===== config.mk =====
export PLATFORM = sky130hd
export DESIGN_NAME = msi001_spi_queue
export DESIGN_NICKNAME = d
export VERILOG_FILES = /design/src/rtl/msi001_spi_queue.sv
export SDC_FILE = /design/constraint.sdc
export NUM_CORES = 1
export LEC_CHECK = 0
export BUFFER_PORTS_ARGS = -buffer_cell sky130_fd_sc_hd__buf_2
export CORE_MARGIN = 2
export CORE_UTILIZATION = 35
export DETAILED_ROUTE_END_ITERATION = 8
export GPL_TIMING_DRIVEN = 0
export HOLD_SLACK_MARGIN = 0.02
export PLACE_DENSITY = 0.61
export SLEW_MARGIN = 0
export SYNTH_ARGS = -nofsm -noshare
export SYNTH_HDL_FRONTEND = slang
export SYNTH_SLANG_ARGS = --single-unit

===== constraint.sdc =====
create_clock -name clk -period 3.01 [get_ports clk]
set_input_delay 0.301 -clock clk [delete_from_list [all_inputs] [get_ports clk]]
set_output_delay 0.301 -clock clk [all_outputs]
set_load 0.01 [all_outputs]

===== src/rtl/msi001_spi_queue.sv =====
// rtl/msi001_spi_queue.sv - queued MSB-first SPI write master for the MSi001 tuner
// Defining MSI001_SPI_TXCNT_EN adds the tx_count[15:0] completed-frame counter output.
module msi001_spi_queue #(
  parameter int DATA_W  = 24,
  parameter int DEPTH   = 4,
  parameter int CLK_DIV = 2,
  parameter int CS_GAP  = 2
) (
  input  logic                       clk,
  input  logic                       rst,
  input  logic                       wr_valid,
  input  logic [DATA_W-1:0]          wr_data,
  output logic                       wr_ready,
  output logic [$clog2(DEPTH+1)-1:0] fifo_level,
  output logic                       busy,
  output logic                       frame_done,
  output logic                       spi_msi001_data_out,
  output logic                       spi_msi001_clk_out,
  output logic                       spi_msi001_en_out
`ifdef MSI001_SPI_TXCNT_EN
  ,
  output logic [15:0]                tx_count
`endif
);
  localparam int AW   = $clog2(DEPTH);
  localparam int LW   = $clog2(DEPTH + 1);
  localparam int BW   = $clog2(DATA_W);
  localparam int CMAX = (CLK_DIV > CS_GAP) ? CLK_DIV : CS_GAP;
  localparam int CW   = $clog2(CMAX + 1);

  typedef enum logic [1:0] {IDLE, LEAD, SHIFT, GAP} state_t;

  logic [DATA_W-1:0] mem_q [DEPTH];
  logic [AW-1:0]     wr_ptr_q, wr_ptr_d, rd_ptr_q, rd_ptr_d;
  logic [LW-1:0]     level_q, level_d;
  state_t            state_q, state_d;
  logic [DATA_W-1:0] shreg_q, shreg_d;
  logic [BW-1:0]     bit_q, bit_d;
  logic [CW-1:0]     cnt_q, cnt_d;
  logic              high_q, high_d;
  logic              data_q, data_d, sclk_q, sclk_d, en_q, en_d, done_q, done_d;
  logic              push, pop;

  assign wr_ready = (level_q != LW'(DEPTH));
  assign push     = wr_valid && wr_ready;
  assign pop      = (state_q == IDLE) && (level_q != '0);

  always_ff @(posedge clk) begin
    if (push) mem_q[wr_ptr_q] <= wr_data;
  end

  always_comb begin
    wr_ptr_d = wr_ptr_q + AW'(push);
    rd_ptr_d = rd_ptr_q + AW'(pop);
    level_d  = level_q + LW'(push) - LW'(pop);
    state_d  = state_q;
    shreg_d  = shreg_q;
    bit_d    = bit_q;
    cnt_d    = cnt_q;
    high_d   = high_q;
    case (state_q)
      IDLE: if (pop) begin
        shreg_d = mem_q[rd_ptr_q];
        bit_d   = BW'(DATA_W - 1);
        cnt_d   = '0;
        state_d = LEAD;
      end
      LEAD: if (cnt_q == CW'(CLK_DIV - 1)) begin
        cnt_d   = '0;
        high_d  = 1'b1;
        state_d = SHIFT;
      end else cnt_d = cnt_q + CW'(1);
      SHIFT: if (cnt_q != CW'(CLK_DIV - 1)) cnt_d = cnt_q + CW'(1);
      else begin
        cnt_d = '0;
        // next bit is staged on the falling edge; the last bit stays put through its low phase
        if (high_q) begin
          high_d = 1'b0;
          if (bit_q != '0) shreg_d = {shreg_q[DATA_W-2:0], 1'b0};
        end else if (bit_q == '0) begin
          state_d = GAP;
        end else begin
          high_d = 1'b1;
          bit_d  = bit_q - BW'(1);
        end
      end
      GAP: if (cnt_q == CW'(CS_GAP - 1)) begin
        cnt_d   = '0;
        state_d = IDLE;
      end else cnt_d = cnt_q + CW'(1);
      default: state_d = IDLE;
    endcase
    // pins follow the state one cycle later, which places en fall two edges after acceptance
    en_d   = !((state_q == LEAD) || (state_q == SHIFT));
    sclk_d = (state_q == SHIFT) && high_q;
    data_d = !en_d && shreg_q[DATA_W-1];
    done_d = (state_q == GAP) && (cnt_q == CW'(CS_GAP - 1));
  end

  always_ff @(posedge clk or posedge rst) begin
    if (rst) begin
      wr_ptr_q <= '0;
      rd_ptr_q <= '0;
      level_q  <= '0;
      state_q  <= IDLE;
      shreg_q  <= '0;
      bit_q    <= '0;
      cnt_q    <= '0;
      high_q   <= 1'b0;
      data_q   <= 1'b0;
      sclk_q   <= 1'b0;
      en_q     <= 1'b1;
      done_q   <= 1'b0;
    end else begin
      wr_ptr_q <= wr_ptr_d;
      rd_ptr_q <= rd_ptr_d;
      level_q  <= level_d;
      state_q  <= state_d;
      shreg_q  <= shreg_d;
      bit_q    <= bit_d;
      cnt_q    <= cnt_d;
      high_q   <= high_d;
      data_q   <= data_d;
      sclk_q   <= sclk_d;
      en_q     <= en_d;
      done_q   <= done_d;
    end
  end

  assign fifo_level          = level_q;
  assign busy                = (state_q != IDLE) || (level_q != '0);
  assign frame_done          = done_q;
  assign spi_msi001_data_out = data_q;
  assign spi_msi001_clk_out  = sclk_q;
  assign spi_msi001_en_out   = en_q;

`ifdef MSI001_SPI_TXCNT_EN
  logic [15:0] txc_q, txc_d;

  always_comb begin
    txc_d = txc_q + 16'(done_d);
  end

  always_ff @(posedge clk or posedge rst) begin
    if (rst) txc_q <= '0;
    else     txc_q <= txc_d;
  end

  assign tx_count = txc_q;
`endif
endmodule

# ---- Yosys cells after proc, flatten, opt, wreduce, memory -nomap -nowiden
# Memory sizes are Yosys's and may differ from the RTL's.
# Index checks and enable logic that the tools add are counted.
dict set report word_totals {
  regBits 45
  ram_bits 96
  output_inout_bits 9
  memories 1
}
dict set report op_classes {
  addsub 6
  n_eq_ne 15
  n_mux 28
  n_reduce_logical 20
}
# memory depth width read_ports rd_ports_with_merged_regs wr line_no
set mem_list {}
lappend mem_list {mem_q 4 24 1 0 1 33} ;# logic [DATA_W-1:0] mem_q [DEPTH];
# cell count
set ops {}
lappend ops {{$mux 24} 4}
lappend ops {{$pmux 24 s2} 1}
lappend ops {{$mux 5} 4}
lappend ops {{$mux 2} 9}
lappend ops {{$ne 2x2->1 const B} 9}
lappend ops {{$pmux 5 s2} 1}
lappend ops {{$reduce_and 5->1} 2}
lappend ops {{$pmux 2 s4} 1}
lappend ops {{$mux 1} 6}
lappend ops {{$pmux 2 s3} 1}
lappend ops {{$reduce_and 6->1} 1}
lappend ops {{$reduce_bool 2->1} 3}
lappend ops {{$logic_and 1x1->1} 5}
lappend ops {{$logic_not 5->1} 1}
lappend ops {{$reduce_bool 5->1} 1}
lappend ops {{$sub 5x1->5 const B} 1}
lappend ops {{$add 2x1->2} 2}
lappend ops {{$eq 2x1->1 const B} 2}
lappend ops {{$eq 2x2->1 const B} 2}
lappend ops {{$add 3x1->3} 1}
lappend ops {{$ne 3x3->1 const B} 1}
lappend ops {{$reduce_and 3->1} 1}
lappend ops {{$reduce_bool 3->1} 1}
lappend ops {{$sub 3x1->3} 1}
lappend ops {{other kinds (7)} 8}

# ---- Logic depth before layout (Yosys ltp)
dict set report logic_depth {
  word_depth 5
  depth_mapped 9
  mapped_depth_nobuf 9
}

# ---- Worst setup path after synthesis
# Ideal clock, no wire load.
dict set report synth_timing {
  path_type {flip-flop to flip-flop}
  from {reg level_q[1] (netlist: fifo_level[1])}
  to {mem mem_q[1][0], enable pin}
  setup_time_ps 440
  arrival_time_ps 2695
  setup_slack_ps -125
  stages_incl_launch_ff 5
  path_buffers 0
  period_less_slack_ps 3135
  cell_sequence {dfrtp_1 > nor2_1 > nand2_1 > nand2_1 > nor3b_1}
}
dict set report synth_via {
  elab_chain_cells 4
}
# element line_no
set synth_rtl {}
lappend synth_rtl {{from (decl)} 35} ;# logic [LW-1:0] level_q, level_d;
lappend synth_rtl {{from (signal assigned)} 117} ;# level_q <= level_d;
lappend synth_rtl {{$ne 3x3->1} 44} ;# assign wr_ready = (level_q != LW'(DEPTH));
lappend synth_rtl {{via wr_ready} 13} ;# output logic wr_ready,
lappend synth_rtl {{$logic_and 1x1->1} 45} ;# assign push = wr_valid && wr_ready;
lappend synth_rtl {{$mux 1} 49} ;# if (push) mem_q[wr_ptr_q] <= wr_data;
lappend synth_rtl {{$mux 1 (not written as such)} 49}
lappend synth_rtl {{to (decl)} 33}
# The timed path passes the listed nets, and every way through them passes these cells.

# ---- Worst setup path after layout
dict set report layout_timing {
  from {reg state_q[1]}
  to {out busy}
}
dict set report layout_via {
  elab_chain_cells 2
}
# element line_no
set layout_rtl {}
lappend layout_rtl {{from (decl)} 36} ;# state_t state_q, state_d;
lappend layout_rtl {{from (signal assigned)} 118} ;# state_q <= state_d;
lappend layout_rtl {{$reduce_bool 2->1} 131} ;# assign busy = (state_q != IDLE) || (level_q != '0);
lappend layout_rtl {{$logic_or 1x1->1} 131}
lappend layout_rtl {{to (decl)} 15} ;# output logic busy,
# Every way passes these cells.

==> impl_results.md <==
* Per-cell routed wire length at 17.2 um
* Worst R2R End: fifo_level[2]
* Layout cell share with drive strength beyond 1 at 31.4%
* Mapped Cells at 390
* Post-synth EDFFs at 96
* Outcome: finished, final reports clean
* Async set-reset flop share out of synthesis at 31.9%
* Aggregate global-route resource usage at 14.1%
* HP Class: in2reg
* Post-DP HPWL at 7.73 mm
* Synth cell types at 51
* Drt first pass iters at 5
* Synthesized Nets at 426
* Worst slew margin at 37.8%
* # DRC at 0
* Clk_lat worst skew at 420 ps
* Max frequency at 383 MHz
* Antenna-violating nets left at 0
* Combinational power share at 35.3%
* Critical path class: reg2out
* Core area at 0.0166 mm^2
* Main synth FF type: edfxtp_1
* First-pass GRT wire length at 19.0 mm
* Vias at 3382
* Share of the synthesized area in the top cell type at 48.6%
* Worst path required time at 2710 ps
* Layout Utilization at 43.1%
* Clk sinks at 141
* Initial antenna violation count at 1
* WP data arrival at 2310 ps
* Final TNS setup at 0 ps
* H-Tree Depth at 4
* Total CTS buffers at 17
* FP Rows at 47
* Clk buf depth at 2
* Grt ovf at 0
* Crit path cell chain: inv_1 > ha_1 > nor4b_4 > inv_1 > buf_2
* Root Driver: clkbuf_16
* Clock power frac at 28.1%
* Clk_skew at 10.8 ps
* Max Cap Violations at 0
* Die area at 0.0180 mm^2
* Largest area contributor in the netlist: edfxtp_1
* Slowest library cell on the worst path: nor4b_4
* YS warnings at 0
* Layout area overhead at 20.5%
* Vias per std cell at 4.93
* Vias in the first global route at 3522
* Mean area per synthesized cell at 15.2 um^2
* Largest net degree at the start of global routing at 30
* Post-cts sizing count at 0
* FF-to-FF setup slack at 590 ps
* Synth Cell Area at 0.00593 mm^2
* Crit path time final at 2610 ps
* Register-to-Register Path Depth at 9
* Hold slack at 93.9 ps
* Commonest non-fill, non-tap cell in the layout: edfxtp_1
* # IOs at 36
* Int Pwr at 5.46 mW
* Dpl cell area at 0.00650 mm^2
* IO Port Bufs at 35
* Drt initial violations at 152
* Synth area leaders: edfxtp_1, dfrtp_1, mux2_2, mux2_4, a211oi_1
* Layout Cell Area excl Fill at 0.00715 mm^2
* Startpoint class of the critical path: flip-flop
* Fin crit share at 86.8%
* CTS tree: yes
* # nets final at 488
* Net Sw Frac at 31.7%
* Sw power at 2.54 mW
* Die Wd at 134 um
* Final hold vios at 0
* Sequential power share at 36.6%
* CP peak stage delay at 550 ps
* Die Y at 134 um
* Gpl congestion at 0.787
* Worst Hold End: mem_q[1][11]
* Least-Margin Pin Slew at 928 ps
* Most used cell, CP: inv_1
* Worst flop-to-flop path startpoint: state_q[1]
* Worst Path Max Fanout at 10
* Peak VDD IR at 525 uV
* Initial Util at 35.8%
* Power Density at 1120 mW/mm^2
* Leakage at 2.71 nW
* Final Max Tran Viols at 0
* Synthesized flop and latch total at 141
* RSZ-0062 raised after global routing: no
* Hold Path Origin: wr_data[11]
* Commonest non-fill, non-tap cells in the layout: edfxtp_1, dfrtp_1, buf_2, mux2_2, nor2_1
* WHS Path Cells at 1
* CTS clock-pin slew for the worst setup and hold paths at 60 ps
* Final setup viols at 0
* Sequential area share after synthesis at 67.6%
* Routed WL at 11.8 mm
* Power Total at 8.00 mW
* Critical Path End Type: primary output
## worst max-delay path by stage
stage                    end           from  cells after the start
2_1_floorplan    mem_q[1][0]  fifo_level[1]                      4
3_3_place_gp     mem_q[1][6]  fifo_level[1]                      4
3_5_place_dp   fifo_level[2]     state_q[0]                      9
4_1_cts                 busy     state_q[1]                      5
5_1_grt                 busy     state_q[1]                      5
6_report                busy     state_q[1]                      5
## final cells by class
class,count,area (um^2)
repair buffers,43,280
fillers,1504,9440
flip-flops and latches,141,4010
inverters,14,52.6
clock buffers,20,457
multi-input cells,215,1760
well taps,220,275
diodes,1,2.50
plain buffers,20,124
clock inverters,12,183
## cells by family after synthesis
family / synth area share, %
flops: 67.6
simple gates: 7.84
compound gates: 7.91
mux: 10.9
buf+inv: 2.97
fa+ha+maj: 2.02
xor+xnor: 0.738
## what timing repair did
item                                   4_1_cts  5_1_grt
setup buffers                                0        0
hold buffers                                 1        0
endpoints found under the hold margin       16        0
## registers in the layout (all words and copies together), names as in the netlist
signal,cells
spi_msi001_data_out,1
state_q,2
high_q,1
bit_q,5
fifo_level,3
rd_ptr_q,2
frame_done,1
wr_ptr_q,2
cnt_q,2
spi_msi001_en_out,1
spi_msi001_clk_out,1
mem_q,96
shreg_q,24
## power by group through the flow
| stage | logic, mW | registers, mW | clock network [mW] |
|---|---|---|---|
| 2_1_floorplan | 2.13 | 2.91 | 0 |
| 3_3_place_gp | 2.75 | 2.95 | 0 |
| 3_5_place_dp | 2.87 | 2.95 | 0 |
| 4_1_cts | 2.89 | 2.93 | 2.30 |
| 5_1_grt | 3.13 | 2.98 | 2.38 |
| 6_report | 2.82 | 2.93 | 2.25 |
## critical path: cells and delay by family, from the launching register on
family        cells  cell delay (ps)
buf+inv           3              570
simple gates      1              550
fa+ha+maj         1              380
flops             1              400
## layer usage
layer | vias up | GRT usage (%) | part of all wire (%)
li1 | 1597 | - | -
met1 | 1692 | 17.9 | 45
met2 | 78 | 22.5 | 48
met3 | 15 | 4.84 | 4.9
met4 | 0 | 5.32 | 1.8
met5 | - | 0 | 0
## synth_stat cells, types with 3 or more instances
master / number
xnor2_1: 3
ha_1: 8
mux2_2: 29
a21oi_1: 5
nor3b_1: 3
and2_1: 3
mux2_4: 18
inv_1: 13
nor3_1: 6
a211oi_1: 22
dfrtp_1: 44
mux2i_1: 3
nor2b_1: 22
buf_2: 7
clkbuf_1: 8
edfxtp_1: 96
o22ai_1: 22
or2_2: 3
nand3_1: 3
nand2_1: 7
nor2_1: 26
## through the flow
| stage | std cells | setup slack, ps |
|---|---|---|
| finish | 686 | 397 |
| global route | 685 | 216 |
| CTS | 685 | 353 |
| detailed placement | 652 | 626 |
| global placement | 645 | -1840 |
| floorplan | 390 | -125 |
(Power assumes the default switching activity.)
